--- config.mk ---
export PLATFORM = sky130hd
export DESIGN_NAME = ch_seq_ctrl
export DESIGN_NICKNAME = d
export VERILOG_FILES = /design/src/rtl/ch_seq_ctrl.sv
export SDC_FILE = /design/constraint.sdc
export NUM_CORES = 1
export LEC_CHECK = 0
export CORE_MARGIN = 2
export CORE_UTILIZATION = 45
export DETAILED_ROUTE_END_ITERATION = 6
export PLACE_DENSITY = 0.73
export SYNTH_ARGS = -nofsm -noshare
export SYNTH_HDL_FRONTEND = slang
export SYNTH_SLANG_ARGS = --single-unit
--- constraint.sdc ---
create_clock -name i_clk -period 2.9 [get_ports i_clk]
set_input_delay 0.29 -clock i_clk [delete_from_list [all_inputs] [get_ports i_clk]]
set_output_delay 0.29 -clock i_clk [all_outputs]
set_load 0.005 [all_outputs]
--- src/rtl/ch_seq_ctrl.sv ---
// Channel sequencer: arm/trigger handshake, shadow load of delay codes, start strobes,
// completion collection with timeout, and optional periodic re-fire.
module ch_seq_ctrl #(
  parameter int NCH = 4,
  parameter int DW  = 16,
  parameter int TMO = 65536
) (
  input  logic              i_clk,
  input  logic              i_rst_n,
  input  logic              i_wr_en,
  input  logic [3:0]        i_wr_addr,
  input  logic [DW-1:0]     i_wr_data,
  input  logic              i_arm,
  input  logic              i_trig,
  input  logic              i_abort,
  input  logic [NCH-1:0]    i_ch_done,
  output logic [NCH*DW-1:0] o_ch_data,
  output logic [NCH-1:0]    o_ch_en,
  output logic [NCH-1:0]    o_ch_start,
  output logic              o_ch_clr,
  output logic              o_busy,
  output logic              o_done,
  output logic              o_timeout,
  output logic              o_err,
  output logic [2:0]        o_state
);

  localparam logic [2:0] S_IDLE  = 3'd0;
  localparam logic [2:0] S_ARMED = 3'd1;
  localparam logic [2:0] S_LOAD  = 3'd2;
  localparam logic [2:0] S_FIRE  = 3'd3;
  localparam logic [2:0] S_WAIT  = 3'd4;
  localparam logic [2:0] S_HOLD  = 3'd5;

  localparam int             TW       = $clog2(TMO);
  localparam logic [TW-1:0]  TMO_LAST = TW'(TMO - 1);
  localparam logic [DW-1:0]  PCNT_ONE = DW'(1);

  logic [NCH*DW-1:0] dly_w;
  logic [NCH-1:0]    mask_q;
  logic [DW-1:0]     period_q;

  logic [2:0]        state_q, state_d;
  logic [NCH*DW-1:0] sh_data_q, sh_data_d;
  logic [NCH-1:0]    sh_en_q, sh_en_d;
  logic [NCH-1:0]    seen_q, seen_d, seen_upd;
  logic [TW-1:0]     tcnt_q, tcnt_d;
  logic [DW-1:0]     pcnt_q, pcnt_d;
  logic              trig_d_q;
  logic              trg;
  logic [NCH-1:0]    start_q, start_d;
  logic              clr_q, clr_d;
  logic              done_q, done_d;
  logic              tmo_q, tmo_d;
  logic              err_q, err_d;
  logic              busy_q;

  // Working delay registers; only LOAD transfers them to the channel-facing shadow.
  genvar gi;
  generate
    for (gi = 0; gi < NCH; gi = gi + 1) begin : g_dly
      logic [DW-1:0] dly_q;
      always_ff @(posedge i_clk or negedge i_rst_n) begin
        if (!i_rst_n) begin
          dly_q <= '0;
        end else if (i_wr_en && (i_wr_addr == 4'(gi))) begin
          dly_q <= i_wr_data;
        end
      end
      assign dly_w[gi*DW +: DW] = dly_q;
    end
  endgenerate

  always_ff @(posedge i_clk or negedge i_rst_n) begin
    if (!i_rst_n) begin
      mask_q   <= '0;
      period_q <= '0;
    end else if (i_wr_en) begin
      if (i_wr_addr == 4'(NCH))     mask_q   <= i_wr_data[NCH-1:0];
      if (i_wr_addr == 4'(NCH + 1)) period_q <= i_wr_data;
    end
  end

  assign trg = i_trig & ~trig_d_q;

  always_comb begin
    state_d   = state_q;
    sh_data_d = sh_data_q;
    sh_en_d   = sh_en_q;
    seen_d    = seen_q;
    tcnt_d    = tcnt_q;
    pcnt_d    = pcnt_q;
    start_d   = '0;
    clr_d     = 1'b0;
    done_d    = 1'b0;
    tmo_d     = 1'b0;
    err_d     = 1'b0;
    seen_upd  = seen_q | (i_ch_done & sh_en_q);
    if (i_abort) begin
      state_d = S_IDLE;
      clr_d   = (state_q == S_LOAD) || (state_q == S_FIRE) ||
                (state_q == S_WAIT) || (state_q == S_HOLD);
    end else begin
      case (state_q)
        S_IDLE: begin
          if (i_arm) begin
            if (mask_q != '0) state_d = S_ARMED;
            else              err_d   = 1'b1;
          end
        end
        S_ARMED: begin
          if (trg) state_d = S_LOAD;
        end
        S_LOAD: begin
          sh_data_d = dly_w;
          sh_en_d   = mask_q;
          if (mask_q == '0) begin
            state_d = S_IDLE;
            err_d   = 1'b1;
          end else begin
            state_d = S_FIRE;
          end
        end
        S_FIRE: begin
          start_d = sh_en_q;
          seen_d  = '0;
          tcnt_d  = '0;
          state_d = S_WAIT;
        end
        S_WAIT: begin
          seen_d = seen_upd;
          if (tcnt_q != TMO_LAST) tcnt_d = tcnt_q + 1'b1;
          // Completion takes priority over a timeout in the same cycle.
          if (seen_upd == sh_en_q) begin
            done_d = 1'b1;
            clr_d  = 1'b1;
            if (period_q == '0) begin
              state_d = S_IDLE;
            end else begin
              state_d = S_HOLD;
              pcnt_d  = period_q;
            end
          end else if (tcnt_q == TMO_LAST) begin
            tmo_d   = 1'b1;
            clr_d   = 1'b1;
            state_d = S_IDLE;
          end
        end
        S_HOLD: begin
          if (pcnt_q == PCNT_ONE) state_d = S_LOAD;
          else                    pcnt_d  = pcnt_q - 1'b1;
        end
        default: state_d = S_IDLE;
      endcase
    end
  end

  always_ff @(posedge i_clk or negedge i_rst_n) begin
    if (!i_rst_n) begin
      state_q   <= S_IDLE;
      sh_data_q <= '0;
      sh_en_q   <= '0;
      seen_q    <= '0;
      tcnt_q    <= '0;
      pcnt_q    <= '0;
      trig_d_q  <= 1'b0;
      start_q   <= '0;
      clr_q     <= 1'b0;
      done_q    <= 1'b0;
      tmo_q     <= 1'b0;
      err_q     <= 1'b0;
      busy_q    <= 1'b0;
    end else begin
      state_q   <= state_d;
      sh_data_q <= sh_data_d;
      sh_en_q   <= sh_en_d;
      seen_q    <= seen_d;
      tcnt_q    <= tcnt_d;
      pcnt_q    <= pcnt_d;
      trig_d_q  <= i_trig;
      start_q   <= start_d;
      clr_q     <= clr_d;
      done_q    <= done_d;
      tmo_q     <= tmo_d;
      err_q     <= err_d;
      busy_q    <= (state_d != S_IDLE);
    end
  end

  assign o_ch_data  = sh_data_q;
  assign o_ch_en    = sh_en_q;
  assign o_ch_start = start_q;
  assign o_ch_clr   = clr_q;
  assign o_busy     = busy_q;
  assign o_done     = done_q;
  assign o_timeout  = tmo_q;
  assign o_err      = err_q;
  assign o_state    = state_q;

endmodule
======== After elaboration in Yosys (flattened, before gate mapping) ========
Cells that the tools add are included.
cells by class
  add/subtract/negate cells ............... 2
  eq/ne operators ......................... 18
  multiplexer cells ....................... 34
  bitwise logic cells ..................... 5
  reductions and logical operators ........ 21
operators with widths
  cell                                                                    count
  16-bit two-way mux                                                      4
  16-bit case mux with 2 select lines                                     2
  3-bit two-way mux                                                       8
  3-bit case mux with 6 select lines                                      1
  16-bit by 1-bit adder with 16-bit output, second input constant         1
  16-bit by 1-bit equality test with 1-bit output, second input constant  1
  16-bit equality test, second input constant                             1
  16-bit zero test                                                        1
  16-bit inequality test, second input constant                           1
  16-bit by 1-bit subtractor with 16-bit output, second input constant    1
  1-bit two-way mux                                                       14
  4-bit by 2-bit equality test with 1-bit output, second input constant   2
  4-bit by 3-bit equality test with 1-bit output, second input constant   2
  4-bit zero test                                                         2
  4-bit two-way mux                                                       2
  4-bit case mux with 2 select lines                                      1
  2-bit AND reduction                                                     4
  3-bit by 2-bit equality test with 1-bit output, second input constant   2
  3-bit equality test, second input constant                              2
  5-bit AND reduction                                                     1
  4-bit AND                                                               1
  4-bit by 1-bit equality test with 1-bit output, second input constant   1
  4-bit equality test                                                     1
  1-bit logical AND                                                       4
  other kinds (14)                                                        20
storage, ports and cells
  register bits after elaboration ......... 201
  input bits .............................. 30
  output and inout port bits .............. 80
  word-level logic and storage cells ...... 99

======== Depth between registers and ports, before layout ========
Gate-level depths: netlist of run 1.
  depth after elaboration ................. 7
  mapped depth ............................ 9

======== Worst setup path after synthesis of run 1 ========
OpenSTA, ideal clock, no wires.
  path type ............................... register -> register
  from .................................... reg pcnt_q[7]
  to ...................................... reg busy_q, in the netlist o_busy
  library setup time ...................... 0.131 ns
  arrival ................................. 2.294 ns
  slack ................................... 0.475 ns
  stages on the path, launching flop included .. 7
  period minus slack after synthesis ...... 2.425 ns
  cell sequence ........................... dfrtp_1 > or4_4 > or4_4 > o21a_4 > o21ai_4 > nand2_4 > or3_1
between the ends
  longest elaborated chain between the ends .. 5
ends and longest elaborated chain
  item                                             RTL line  source
  from (decl)                                      48        logic [DW-1:0] pcnt_q, pcnt_d;
  from (signal assigned)                           179       pcnt_q <= pcnt_d;
  16-bit by 1-bit equality test with 1-bit output  150       if (pcnt_q == PCNT_ONE) state_d = S_LOAD;
  3-bit two-way mux                                150
  3-bit case mux with 6 select lines               104       case (state_q)
  3-bit two-way mux                                99        if (i_abort) begin
  via state_d[0]                                   43        logic [2:0] state_q, state_d;
  3-bit nonzero test                               186       busy_q <= (state_d != S_IDLE);
  to (signal assigned)                             186
  to (decl)                                        56        logic busy_q;
The timed path passes the listed nets, and every way through them passes these cells.
A chain may end at the register's enable or synchronous reset.

======== Final worst setup path of run 1 ========
  from .................................... reg pcnt_q[7]
  to ...................................... reg pcnt_q[1]
between the ends
  longest elaborated chain between the ends .. 3
ends and longest elaborated chain
  item                                             RTL line
  16-bit by 1-bit equality test with 1-bit output  150
  2-bit inequality test (no source line)           -
  5-bit AND reduction (no source line)             -
Every way passes these cells.

==> flow_summary.yaml, run 1 <==
outcome:
  status: "finished, final reports clean"
worst_setup_path:
  startpoint_type: "flip-flop"
  crit_fanout: 20
  r2r_setup_slack_ns: 0.19
  end_kind: "flip-flop"
  ff2ff_path_depth: 6
  crit_arrival_ns: 3.04
  r2r-end: "pcnt_q[1]"
  cp.required_ns: 3.23
  worstSetupPathType: "reg2reg"
  r2r-start: "pcnt_q[7]"
clocking:
  clock_latency_ns: 0.50
  cts_setup_buffers: 0
  cts_buffers: 21
  clock-sinks: 201
  cts_resized: 0
  cts-root-buf: "clkbuf_16"
  htreeDepth: 1
  cts_max_path_buffers: 3
  clk_pin_slew_ns: 0.06
  cts_tree: "done"
place:
  portBuffers: 109
  placed_area_um2: 9850
  routabilityCongestion: 0.827
  dp_hpwl_mm: 12.9
floorplanning:
  start_util_pct: 46.1
  fp.dieH_um: 140
  die-area_um2: 19600
  die_x_um: 140
  rows: 49
  io_pins: 110
  core_um2: 18000
min_path:
  hold_start: "i_trig"
  holdPathStages: 1
  hold_class: "in2reg"
  min_to: "trig_d_q"
sta:
  tightest_slew_ns: 0.860
  holdWs_ns: 0.270
  finalSetupViolations: 0
  slew_violations: 0
  fin_crit_sh_pct: 93.4
  finalHoldViolations: 0
  max_freq_mhz: 369
  grt_setup_unrepaired: "no"
  setup_tns_ns: 0
  relSlewSlack_pct: 42.1
  fin_worst_skew_ns: 0.0158
  min_period_ns: 2.71
synthesis:
  synth_edf_count: 0
  synth_common_cells: "201 x dfrtp_1, 152 x mux2_2, 50 x nor2_1"
  syn_nets: 673
  synth_flop_cell: "dfrtp_1"
  yosysTopAreaCell: "dfrtp_1"
  yosysMostFrequentCell: "dfrtp_1"
  yosys-top-cells-area: "dfrtp_1 60%, mux2_2 21%, nor2_1 2.3%"
  synth_top_area_share_pct: 60.5
  yosysWarnings: 0
  postSynthAreaPerCell_um2: 13.0
  synthDistinctLibCells: 48
  synth_cells: 640
  synth-seq-cells: 201
  ys_async_sr_fraction_pct: 100
  yosysSeqAreaShare_pct: 60.5
  netlist_area_um2: 8320
global_route:
  grt_overflow: 0
  grt_pass1_wl_mm: 31.2
  grt_max_degree: 72
  grt.total_usage_pct: 19.7
  grt_pass1_vias: 5877
  antenna_found_initial: 0
drt:
  vias: 5531
  initialDrtViolationCount: 261
  viasPerCell: 5.48
  wl_per_cell_um: 18.7
  routed_wl_mm: 18.9
  dr.pass1.iters: 5
  drc: 0
  antenna_left: 0
layout:
  fin_area_um2: 10500
  diodes: 0
  post-route-util_pct: 58.4
  fillers: 1426
  drive_gt1_share_pct: 27.3
  area_growth_pct: 26.5
  final_nets: 799
pwr:
  p_per_area_nw_per_um2: 766
  cellLeakagePower_nw: 4.69
  vdd_drop_max_mv: 0.621
flow_run:
  drv_cap: 0
[how the worst max path moves through the flow]
stage               slack (ns)         to  depth (start not counted)      start
global route              0.06  pcnt_q[1]                          6  pcnt_q[7]
detailed placement        0.26  pcnt_q[1]                          6  pcnt_q[7]
floorplan                 0.47     o_busy                          6  pcnt_q[7]
global placement          0.36     o_busy                          6  pcnt_q[7]
CTS                       0.24  pcnt_q[1]                          6  pcnt_q[7]
finish                    0.19  pcnt_q[1]                          6  pcnt_q[7]
[cell families after synthesis]
| group | after synthesis | synth area share (%) |
|---|---|---|
| XOR/XNOR | 14 | 1.47 |
| AO/OA/AOI/OAI | 75 | 5.49 |
| AND/OR/NAND/NOR | 164 | 10.0 |
| buffers and inverters | 30 | 1.35 |
| flip-flops | 201 | 60.5 |
| adder cells (fa/ha/maj) | 3 | 0.451 |
| multiplexers | 153 | 20.7 |
[flip-flops by register name (all words and copies together), names as in the netlist, 3 cells and up]
register,count
o_ch_data,64
mask_q,4
seen_q,4
period_q,16
pcnt_q,16
o_ch_start,4
o_state,3
g_dly.dly_q,64
tcnt_q,16
o_ch_en,4
[cell usage in the layout, fill, tap and decap left out, drive strengths merged, types with 2 or more instances in the layout]
| master | n |
|---|---|
| a21oi | 26 |
| mux2 | 152 |
| or3 | 5 |
| xor2 | 13 |
| a22oi | 2 |
| nand2 | 29 |
| ha | 3 |
| or4 | 2 |
| nand4 | 11 |
| nand3b | 3 |
| o22a | 2 |
| nor4 | 7 |
| a31oi | 2 |
| nor2 | 50 |
| o21a | 2 |
| nor2b | 5 |
| buf | 17 |
| nand3 | 20 |
| clkinv | 5 |
| a2bb2oi | 2 |
| nand2b | 3 |
| and4 | 4 |
| and3 | 5 |
| nor3 | 9 |
| dfrtp | 201 |
| inv | 6 |
| clkbuf | 33 |
| o211ai | 2 |
| nor3b | 3 |
| o21ai | 28 |
| and2 | 4 |
| clkdlybuf4s50 | 108 |
[area by class of cell]
type / count / area, um2 / area share [%]
sequential: 201 / 5030 / 47.8
multi-input combinational: 409 / 3190 / 30.3
timing repair buffer: 127 / 1330 / 12.7
clock buffer: 32 / 637 / 6.05
tap: 229 / 287 / 2.72
clock inverter: 5 / 25.0 / 0.238
inverter: 6 / 22.5 / 0.214
[stage by stage]
| step | worst slack [ns] | std cells | power, mW |
|---|---|---|---|
| floorplan | 0.475 | 640 | 4.54 |
| global placement | 0.357 | 971 | 5.45 |
| detailed placement | 0.256 | 971 | 5.54 |
| CTS | 0.237 | 1009 | 8.13 |
| global route | 0.0605 | 1009 | 8.48 |
| finish | 0.191 | 1009 | 8.05 |
[metal layers]
layer	vias up	global-route usage, %	part of all wire, %
met2	186	32.1	48
met1	2764	26.0	43
met4	0	5.58	2.1
met5	-	0	0
li1	2551	-	-
met3	30	5.44	7.3
[report_power, final]
part	internal, mW	switching, mW	total [mW]
Combinational	1.06	0.602	1.66
Sequential	3.42	0.419	3.84
Clock	1.51	1.05	2.56
[worst max-delay path, stage by stage, from the launching register on]
cell      delay, ns
dfrtp_1        0.43
or4_4          0.59
or4_4          0.47
o21a_4         0.25
o21a_1         0.42
o211ai_1       0.22
o21ai_0        0.15
[repair_timing]
| item | 4_1_cts | 5_1_grt |
|---|---|---|
| endpoints found under the hold margin | 69 | 0 |
| endpoints found under the setup margin | 0 | 0 |
| hold buffers | 1 | 0 |
(Power assumes the default switching activity.)
==> run 2, diff against run 1 <==
Settings changed: ABC_AREA set to 1.
==> flow_summary.yaml, run 2 <==
flow_run:
  drv_cap: 0
floorplanning:
  core_um2: 19300
  die-area_um2: 20600
  io_pins: 110
  start_util_pct: 45.5
  fp.dieH_um: 144
  rows: 51
  die_x_um: 144
sta:
  grt_setup_unrepaired: "no"
  finalSetupViolations: 0
  slew_violations: 0
  fin_crit_sh_pct: 74.6
  max_freq_mhz: 462
  finalHoldViolations: 0
  tightest_slew_ns: 0.571
  fin_worst_skew_ns: 0.0107
  min_period_ns: 2.16
  relSlewSlack_pct: 61.8
  setup_tns_ns: 0
worst_setup_path:
  end_kind: "flip-flop"
  r2r_setup_slack_ns: 0.74
  cp.required_ns: 3.30
  crit_arrival_ns: 2.57
  crit_fanout: 22
  worstSetupPathType: "reg2reg"
  startpoint_type: "flip-flop"
clocking:
  cts-root-buf: "clkbuf_16"
  cts_max_path_buffers: 3
  cts_buffers: 23
  htreeDepth: 1
  clock_latency_ns: 0.52
  clock-sinks: 201
  clk_pin_slew_ns: 0.06
  cts_tree: "done"
  cts_setup_buffers: 0
layout:
  most-common-layout-cells: "230 x nand2_1, 201 x dfrtp_1, 108 x clkdlybuf4s50_1"
  area_growth_pct: 24.1
  drive_gt1_share_pct: 13.2
  register_area_um2: 5030
  fillers: 1727
  final_nets: 1065
  post-route-util_pct: 56.4
  diodes: 0
  multiInputGateArea_um2: 3280
  layout.cells.most_common: "nand2_1"
synthesis:
  syn_nets: 949
  yosysSeqAreaShare_pct: 57.4
  synth_top_area_share_pct: 57.4
  synth_common_cells: "230 x nand2_1, 201 x dfrtp_1, 106 x o21ai_0"
  yosysTopAreaCell: "dfrtp_1"
  synth_mux_area_share_pct: 8.23
  yosysMostFrequentCell: "nand2_1"
  synth_fa_ha_area_share_pct: 0.428
  yosys-top-cells-area: "dfrtp_1 57%, nand2_1 9.9%, mux2_2 8.2%"
  synth-xor-area-share_pct: 1.00
  synth_cells: 916
  synthDistinctLibCells: 37
  ys_async_sr_fraction_pct: 100
  synth_compound_area_share_pct: 8.20
  synth-seq-cells: 201
  synth-simple-area-share_pct: 19.5
  synth_flop_cell: "dfrtp_1"
  yosysWarnings: 0
  netlist_area_um2: 8760
  synth_top_family_by_area: "simple AND/OR/NAND/NOR gates"
  postSynthAreaPerCell_um2: 9.56
  synth_edf_count: 0
pwr:
  cellLeakagePower_nw: 5.30
  p_per_area_nw_per_um2: 722
  p_comb_share_pct: 18.3
  sw_frac_of_total_pct: 27.1
  sequentialPowerShare_pct: 47.1
  clkPwrFrac_pct: 34.6
  internal-power_mw: 5.72
  power.switching_mw: 2.13
  vdd_drop_max_mv: 0.560
drt:
  wl_per_cell_um: 15.8
  met1Wirelength_mm: 9.15
  routed_wl_mm: 20.7
  viasPerCell: 5.07
  wl_met3_mm: 1.53
  dr.pass1.iters: 5
  initialDrtViolationCount: 448
  vias: 6656
  top_layer_used: "met4"
  antenna_left: 0
  route.met2.wl_mm: 9.49
  drc: 0
place:
  routabilityCongestion: 0.918
  dp_hpwl_mm: 14.5
  portBuffers: 109
outcome:
  status: "finished, final reports clean"
min_path:
  hold_class: "in2reg"
global_route:
  grt_max_degree: 88
  antenna_found_initial: 0
  grt_pass1_vias: 6518
  grt.total_usage_pct: 21.0
  grt_overflow: 0
  grt_pass1_wl_mm: 34.2
-- run 2: power by group through the flow --
| stage | Clock (mW) | Combinational [mW] | Sequential, mW |
|---|---|---|---|
| 3_5_place_dp | 0 | 1.44 | 3.73 |
| 5_1_grt | 2.90 | 1.62 | 3.76 |
| 6_report | 2.72 | 1.44 | 3.69 |
| 4_1_cts | 2.79 | 1.46 | 3.70 |
| 2_1_floorplan | 0 | 0.686 | 3.65 |
| 3_3_place_gp | 0 | 1.40 | 3.72 |
-- run 2: area by class of cell --
class                           count  area share [%]
Timing Repair Buffer              123            11.3
Tap cell                          265            3.05
Sequential cell                   201            46.3
Inverter                           78            2.69
Clock buffer                       29            5.60
Clock inverter                     11           0.933
Multi-Input combinational cell    605            30.2
-- run 2: path summary, 6_finish.rpt --
kind | end | from | cells past startpoint
min reg2reg | g_dly[3].dly_q[14] | g_dly[3].dly_q[14] | 2
min | trig_d_q | i_trig | 1
max | tcnt_q[11] | o_state[1] | 10
min in group asynchronous | tcnt_q[7] | i_rst_n | 2
max reg2reg | tcnt_q[11] | o_state[1] | 10
max in group asynchronous | o_ch_data[19] | i_rst_n | 3
-- run 2: logic make-up (layout without fill, tap and decap cells) --
family | after synthesis | after routing
flip-flops | 201 | 201
AND/OR/NAND/NOR | 390 | 390
multiplexers | 64 | 64
AO/OA/AOI/OAI | 138 | 138
buffers and inverters | 110 | 241
XOR/XNOR | 10 | 10
adder cells (fa/ha/maj) | 3 | 3
-- run 2: timing repair --
action	4_1_cts	5_1_grt
hold endpoints to repair	60	0
hold buffers	1	0
gates resized for setup	0	0
endpoints found under the setup margin	0	0
-- run 2: per-stage QoR --
step / area, um2 / instances / total power, mW / setup WS (ns) / hold slack, ns
after global routing: 10900 / 1312 / 8.28 / 0.541 / 0.279
after floorplan: 8760 / 916 / 4.33 / 1.34 / -0.00559
final: 10900 / 1312 / 7.85 / 0.737 / 0.289
after global placement: 10100 / 1271 / 5.12 / 0.711 / 0.320
after detailed placement: 10100 / 1271 / 5.17 / 0.640 / 0.318
after CTS: 10900 / 1312 / 7.94 / 0.744 / 0.267
-- run 2: metal layers --
| metal | vias up | GRT usage (%) |
|---|---|---|
| met5 | - | 0 |
| met4 | 0 | 5.88 |
| met3 | 37 | 5.83 |
| met2 | 176 | 33.6 |
| met1 | 3212 | 28.1 |
| li1 | 3231 | - |
-- run 2: worst max-delay path, stage by stage (launching register included) --
cell	delay (ns)
dfrtp_1	0.49
inv_2	0.11
nand2_1	0.08
nor2_2	0.45
nand2_2	0.23
nand2_2	0.20
nand2_4	0.08
nand2_4	0.19
nand3_1	0.11
nand2_1	0.08
nor2_1	0.04
==> run 3, diff against run 2 <==
Settings changed: PLACE_DENSITY 0.73 to 0.75.
Clock period 2.9 ns to 1.8 ns, I/O delays scaled along.
==> flow_summary.yaml, run 3 (synthesis gave the netlist of run 2 again) <==
floorplanning:
  io_pins: 110
  die-area_um2: 20600
  fp.dieH_um: 144
  core_um2: 19300
  rows: 51
  die_x_um: 144
  start_util_pct: 45.5
sta:
  holdWs_ns: 0.202
  fin_crit_sh_pct: 94.5
  slew_violations: 0
  max_freq_mhz: 588
  grt_setup_unrepaired: "yes"
  relSlewSlack_pct: 71.2
  finalSetupViolations: 0
  tightest_slew_ns: 0.429
  fin_ws_ns: 0.0985
  fin_worst_skew_ns: 0.00799
  min_period_ns: 1.70
  finalHoldViolations: 0
layout:
  diodes: 0
  most-common-layout-cells: "230 x nand2_1, 200 x dfrtp_1, 108 x clkdlybuf4s50_1"
  final_nets: 1091
  area_growth_pct: 27.7
  fin_area_um2: 11200
  post-route-util_pct: 58.1
  drive_gt1_share_pct: 16.0
  layout.cells.most_common: "nand2_1"
outcome:
  status: "finished, final reports clean"
drt:
  dr.pass1.iters: 5
  initialDrtViolationCount: 463
  drc: 0
  viasPerCell: 5.03
  vias: 6740
  antenna_left: 0
  routed_wl_mm: 20.9
  wl_per_cell_um: 15.6
place:
  portBuffers: 109
  routabilityCongestion: 0.910
  dp_hpwl_mm: 14.6
  placed_area_um2: 10400
  pre_cts_ws_ns: 0.0183
pwr:
  power_mw: 12.8
  p_per_area_nw_per_um2: 1150
  cellLeakagePower_nw: 5.47
  vdd_drop_max_mv: 0.837
clocking:
  cts_max_path_buffers: 3
  clock_latency_ns: 0.49
  htreeDepth: 1
  cts_buffers: 22
  cts_tree: "done"
  clock-sinks: 201
  cts-root-buf: "clkbuf_16"
  clk_pin_slew_ns: 0.06
worst_setup_path:
  crit_start: "pcnt_q[0]"
  critical-path-max-stage-delay_ns: 0.42
  end_kind: "flip-flop"
  worstSetupPathType: "reg2reg"
  r2r-end: "pcnt_q[4]"
  cp.required_ns: 2.18
  crit_arrival_ns: 2.08
  cp_slowest_cell: "dfrtp_1"
  crit_fanout: 5
  startpoint_type: "flip-flop"
  ff2ff_path_depth: 9
  r2r-start: "pcnt_q[0]"
  crit_chain: "inv_1 > ha_1 > nand2_1 > inv_1 > or2_2 > nand3_1 > o21ai_0 > nand3_1 > nand2_1"
  r2r_setup_slack_ns: 0.1
min_path:
  hold_class: "in2async"
global_route:
  grt_pass1_vias: 6599
  grt_pass1_wl_mm: 34.5
  grt_overflow: 0
  grt.total_usage_pct: 21.1
  antenna_found_initial: 0
  grt_max_degree: 50
flow_run:
  drv_cap: 0
[run 3: cell type report]
| cell class | count | area [um2] |
|---|---|---|
| well taps | 265 | 332 |
| inverters | 78 | 293 |
| fillers | 1652 | 8080 |
| clock inverters | 8 | 73.8 |
| multi-input cells | 605 | 3310 |
| clock buffers | 32 | 659 |
| flip-flops and latches | 201 | 5030 |
| repair buffers | 150 | 1490 |
[run 3: worst max path at each step]
stage            endpoint  slack (ns)  depth (start not counted)
2_1_floorplan  tcnt_q[11]        0.24                         10
3_3_place_gp   pcnt_q[13]        0.06                         10
3_5_place_dp    pcnt_q[9]        0.02                         10
4_1_cts        tcnt_q[11]        0.07                          9
5_1_grt        tcnt_q[11]      -0.007                          9
6_report        pcnt_q[4]         0.1                          9
[run 3: critical path: cells and delay by family, from the launching register on]
family	cells	cell delay [ns]
and+or+nand+nor	5	0.67
DFF	1	0.42
adders and majority gates	1	0.23
buffers and inverters	2	0.21
AOI/OAI and AO/OA	1	0.08
[run 3: timing repair]
action                                  in CTS  in global routing
resized for setup                            0                  9
setup buffers                                0                  3
hold endpoints to repair                    81                  0
hold buffers                                 1                  0
endpoints found under the setup margin       0                 20
[run 3: routing by layer]
layer | up-vias | part of all wire (%) | global-route usage [%]
met5 | - | 0 | 0
met4 | 0 | 1.2 | 3.77
met3 | 22 | 8.4 | 6.36
met2 | 190 | 46 | 34.3
met1 | 3242 | 44 | 28.4
li1 | 3286 | - | -
[run 3: report_power, final]
part / internal (mW) / total (mW) / switching (mW)
Sequential: 5.38 / 5.93 / 0.545
Combinational: 1.34 / 2.40 / 1.06
Clock: 2.69 / 4.50 / 1.80
[run 3: through the flow]
stage               setup TNS, ns  cells
global placement                0   1295
CTS                             0   1336
finish                          0   1339
floorplan                       0    916
global route              -0.0106   1339
detailed placement              0   1295
==> RTL change 1: new RTL, config.mk and constraints of run 2 <==
`TMO`: 65536 -> 16384.
--- a/src/rtl/ch_seq_ctrl.sv
+++ b/src/rtl/ch_seq_ctrl.sv
@@ -3,7 +3,7 @@
 module ch_seq_ctrl #(
   parameter int NCH = 4,
   parameter int DW  = 16,
-  parameter int TMO = 65536
+  parameter int TMO = 16384
 ) (
   input  logic              i_clk,
   input  logic              i_rst_n,
Check against the original RTL: same outputs for any inputs over 4 cycles, from zero or initial values and one cycle with i_rst_n low; that may be too few to reach the edited logic, so the function may still have changed.
==> RTL change 1 against run 2 <==
Power fell by 2.3%; utilization rose by 0.088 points; combinational power rose by 3%; cell area fell by 3.1%; clock skew barely moved; synthesized area fell by 2.6%; die area fell by 2.5%; worst setup slack improved by 0.20 ns; routed wire length fell by 3.0%; sequential cell count fell by 2; global-route usage fell by 0.17 points; critical path type unchanged; highest routed layer unchanged.
==> RTL change 1: results (changes against run 2) <==
largest net degree at the start of global routing=82 (-6.8%); CP max-delay cell=dfrtp_1; GR Util met1=0.293 (+0.0122); crit-path max FO=25 (+14%); final WL=20100 um (-3.0%); CP delay by family, top=simple AND/OR/NAND/NOR gates; GP Congestion=0.837 (-8.8%); P_leak=5.16 nW (-2.7%); initial antenna violation count=0 (unchanged); final hold vios=0 (unchanged); GRT met3 Usage=0.0375 (-0.0209); final setup skew=0.0108 ns (+0.000104 ns); Clock H-tree levels=4 (+3); Post-synth top cells=216 x nand2_1, 199 x dfrtp_1, 108 x o21ai_0; asr flop ratio synth=1.00 (unchanged); drt first pass iters=5 (unchanged); Layout Nets=1029 (-3.4%); root buf cell=clkbuf_16; Largest stage delay, worst path=0.49 ns (about the same); post-DP HPWL=13500 um (-6.9%); Total GRT Usage=0.208 (-0.00170); fill count=1596 (-7.6%); clock transition at the registers of the reported paths=0.07 ns; register area share after synthesis=0.583 (+0.00937); worst slack, placed=0.743 ns (+0.102 ns); synth warn=0 (unchanged); Ant. Diodes=0 (unchanged); number of vias per cell=5.17 (+2.0%); Unique masters post-synth=31 (-16%); vias in the first global route=6082 (-6.7%); 1st-iter DRT viols=633 (+41%); VDD IR max=474 uV (-15%); layout cells sized above 1=0.133 (+0.00100); status=finished clean; R2R depth=9 (-1); clk_lat worst skew=0.44 ns (-0.08 ns); synth top area cells=dfrtp_1 58%, nand2_1 9.5%, mux2_2 8.4%, o21ai_0 6.3%, inv_1 3.4%; hold depth=1 (unchanged); worst hold path type=primary input to flip-flop; global-route wire length before repair=32300 um (-5.6%); PortBufs=109 (unchanged); Syn Nets=918 (-3.3%); grt met2 use=0.331 (-0.00548); Worst EP arrival=2.27 ns (-0.30 ns); Worst-Margin Slew=0.692 ns (+0.121 ns); P_int=5.52 mW (-3.5%); CTS buffer count=17 (-26%); maximum clock path buffer count=2 (-1)
[RTL change 1: cell count changes after synthesis, sizes merged, moves of 3 or more]
cell   before  now
nor2       66   75
buf        15   12
inv        78   81
nand3      55   43
nor3       12    5
nand2     238  225
mux2i       0    5
nand4      14    8
[RTL change 1: area by class of cell]
| type | instances | area (um^2) | share of cell area |
|---|---|---|---|
| sequential | 199 | 4980 | 0.473 |
| multi-input combinational | 577 | 3110 | 0.296 |
| timing repair buffer | 120 | 1200 | 0.114 |
| clock buffer | 17 | 425 | 0.0404 |
| inverter | 81 | 304 | 0.0289 |
| tap | 234 | 293 | 0.0278 |
| clock inverter | 15 | 210 | 0.0200 |
[RTL change 1: path summary, 6_finish.rpt]
check,from,to,slack [ns]
max in group asynchronous,i_rst_n,o_ch_data[21],1.56
setup / recovery,o_state[1],pcnt_q[14],0.94
hold / removal,i_trig,trig_d_q,0.33
min in group asynchronous,i_rst_n,pcnt_q[3],0.44
setup reg to reg,o_state[1],pcnt_q[14],0.94
hold reg to reg,g_dly[1].dly_q[3],g_dly[1].dly_q[3],0.48
[RTL change 1: worst register-to-register path: stages (launching register included)]
cell and delay [ns]:
dfrtp_1 0.49, inv_2 0.09, nand2_2 0.08, nor2_2 0.18, buf_4 0.27, inv_2 0.14
nand2_2 0.19, nand2_4 0.20, nand2_1 0.12, o21ai_0 0.08
[RTL change 1: power by group through the flow]
stage                     registers [mW]  clock network, mW  logic, mW
after floorplan                     3.61                  0      0.722
after CTS                           3.66               2.56       1.51
after global placement              3.69                  0       1.45
after detailed placement            3.70                  0       1.49
final                               3.66               2.53       1.48
after global routing                3.73               2.68       1.67
[RTL change 1: per-stage QoR]
stage / cell area, um^2 / std cells
6_report: 10500 / 1243
5_1_grt: 10500 / 1243
4_1_cts: 10500 / 1243
3_5_place_dp: 9880 / 1210
3_3_place_gp: 9880 / 1210
2_1_floorplan: 8530 / 885
[RTL change 1: routing by layer]
metal  share of wire  wire length, um  vias up
met3           0.048              968       29
met1            0.46             9160     3113
met5               0                0        -
met2            0.48             9570      185
li1                -                -     3102
met4           0.018              367        0
[RTL change 1: timing repair]
action | CTS | global route
setup buffers | 0 | 0
hold buffers | 1 | 0
endpoints found under the hold margin | 78 | 0
gates resized for setup | 0 | 0
[RTL change 1: cell families (layout without fill, tap and decap cells)]
| family | after synthesis | in the layout | synth area share |
|---|---|---|---|
| mux | 69 | 69 | 0.0903 |
| buf+inv | 109 | 233 | 0.0526 |
| compound gates | 137 | 137 | 0.0831 |
| xor+xnor | 7 | 7 | 0.00718 |
| simple gates | 361 | 361 | 0.179 |
| flops | 199 | 199 | 0.583 |
| fa+ha+maj | 3 | 3 | 0.00440 |
==> RTL change 2: new RTL, settings of run 2 <==
Made on the original files. Take the reset off `sh_data_q` and load it in a clocked block of its own.
--- a/src/rtl/ch_seq_ctrl.sv
+++ b/src/rtl/ch_seq_ctrl.sv
@@ -158,7 +158,6 @@
   always_ff @(posedge i_clk or negedge i_rst_n) begin
     if (!i_rst_n) begin
       state_q   <= S_IDLE;
-      sh_data_q <= '0;
       sh_en_q   <= '0;
       seen_q    <= '0;
       tcnt_q    <= '0;
@@ -172,7 +171,6 @@
       busy_q    <= 1'b0;
     end else begin
       state_q   <= state_d;
-      sh_data_q <= sh_data_d;
       sh_en_q   <= sh_en_d;
       seen_q    <= seen_d;
       tcnt_q    <= tcnt_d;
@@ -187,6 +185,10 @@
     end
   end
 
+  always_ff @(posedge i_clk) begin
+    sh_data_q <= sh_data_d;
+  end
+
   assign o_ch_data  = sh_data_q;
   assign o_ch_en    = sh_en_q;
   assign o_ch_start = start_q;
Function: changed (Yosys sat finds a counterexample within 10 cycles, from zero or initial values and one cycle with i_rst_n low; the reset may be asserted at any time).
==> RTL change 2 against run 2 <==
Final cell count shrank 8.6%; clock power up 5%; power down 4.4%; routed wire length decreased by 10%; synthesized area down 6.4%; hold slack improved by 0.028 ns; cell area fell by 4.7%; critical endpoint is now pcnt_q[2]; worst setup slack got worse by 0.067 ns; largest cell class unchanged; critical path type unchanged; first-iteration DRC count shrank 1.3%; sequential power down 3%; sequential cell count unchanged.
==> RTL change 2: results (changes against run 2) <==
fin. max-slew vios=0 (unchanged); synth top area cells=dfrtp_1 42%, edfxtp_1 23%, nand2_1 10%, o21ai_0 6.4%, nor2_1 3.5%; Worst EP arrival=2.61 ns (+0.04 ns); Mapped Avg Cell Area=9.85 um^2 (+3.0%); layout cells sized above 1=0.0701 (-0.0617); global-route wire length before repair=30100 um (-12%); met2 wire length=8660 um (-8.8%); worst slack, placed=0.597 ns (-0.0434 ns); VDD IR max=516 uV (-7.8%); Met3 Routed Length=1210 um (-21%); Post-synth top cells=226 x nand2_1, 137 x dfrtp_1, 104 x o21ai_0; fill count=1497 (-13%); vias in the first global route=5834 (-10%); clock transition at the registers of the reported paths=0.06 ns (about the same); largest net degree at the start of global routing=73 (-17%); hold depth=1 (unchanged); P_leak=4.60 nW (-13%); register-to-register setup slack=0.67 ns (-0.07 ns); drt first pass iters=4 (-1); GR Util met1=0.261 (-0.0197); xor/xnor cell area share of the yosys netlist=0.00855 (-0.00145); register area share after synthesis=0.653 (+0.0786); relative slew slack=0.452 (-0.166); GP Congestion=0.912 (-0.66%); status=finished clean; WL per Instance=15.5 um (-1.9%); Total GRT Usage=0.191 (-0.0181); placed instance area=9600 um^2 (-5.4%); GRT met3 Usage=0.0407 (-0.0176); Layout Nets=988 (-7.2%); grt met2 use=0.311 (-0.0247); Unique masters post-synth=35 (-5.4%); wl on met1=8270 um (-9.6%); number of vias per cell=5.09 (+0.33%); Placed Instances=1160 (-8.7%); final setup skew=0.00568 ns (-0.00504 ns); mux contribution to synthesized area=0.00488 (-0.0774); EDFF count, synth=64 (+64); via count=6103 (-8.3%); Syn Nets=865 (-8.9%); post-DP HPWL=12400 um (-15%); CTS buffer count=21 (-8.7%); Setup Buffers After CTS=0 (unchanged); crit-path max FO=25 (+14%); Critical Path End=pcnt_q[2]; final hold slack=0.317 ns (+0.0284 ns); Compound-Gate Fraction of Synth Area=0.0850 (+0.00305); adder-cell share of the synthesized area=0.00458 (+0.000295)
[RTL change 2: worst max-delay path: stages (launching register included)]
cell and delay [ns]:
dfrtp_1 0.47, inv_2 0.10, nand2_4 0.11, nor2_4 0.12
nand3_1 0.13, nand2_1 0.05, nor2_1 0.64, nand2_1 0.14
buf_4 0.22, nand2_1 0.06, o21ai_1 0.06
[RTL change 2: area by class of cell]
cell class | count | area (um^2) | area share
inverter | 73 | 277 | 0.0267
multi-input combinational | 534 | 2460 | 0.237
tap | 229 | 287 | 0.0277
clock inverter | 8 | 121 | 0.0117
sequential | 201 | 5350 | 0.517
timing repair buffer | 124 | 1230 | 0.119
clock buffer | 30 | 631 | 0.0609
[RTL change 2: power by group]
group	leakage, nW	total, mW	switching [mW]	internal, mW
registers	2.34	3.59	0.254	3.34
clock network	0.371	2.86	1.08	1.78
logic	1.89	1.05	0.607	0.447
[RTL change 2: what timing repair did]
item	4_1_cts	5_1_grt
hold endpoints to repair	70	0
hold buffers	1	0
endpoints found under the setup margin	0	0
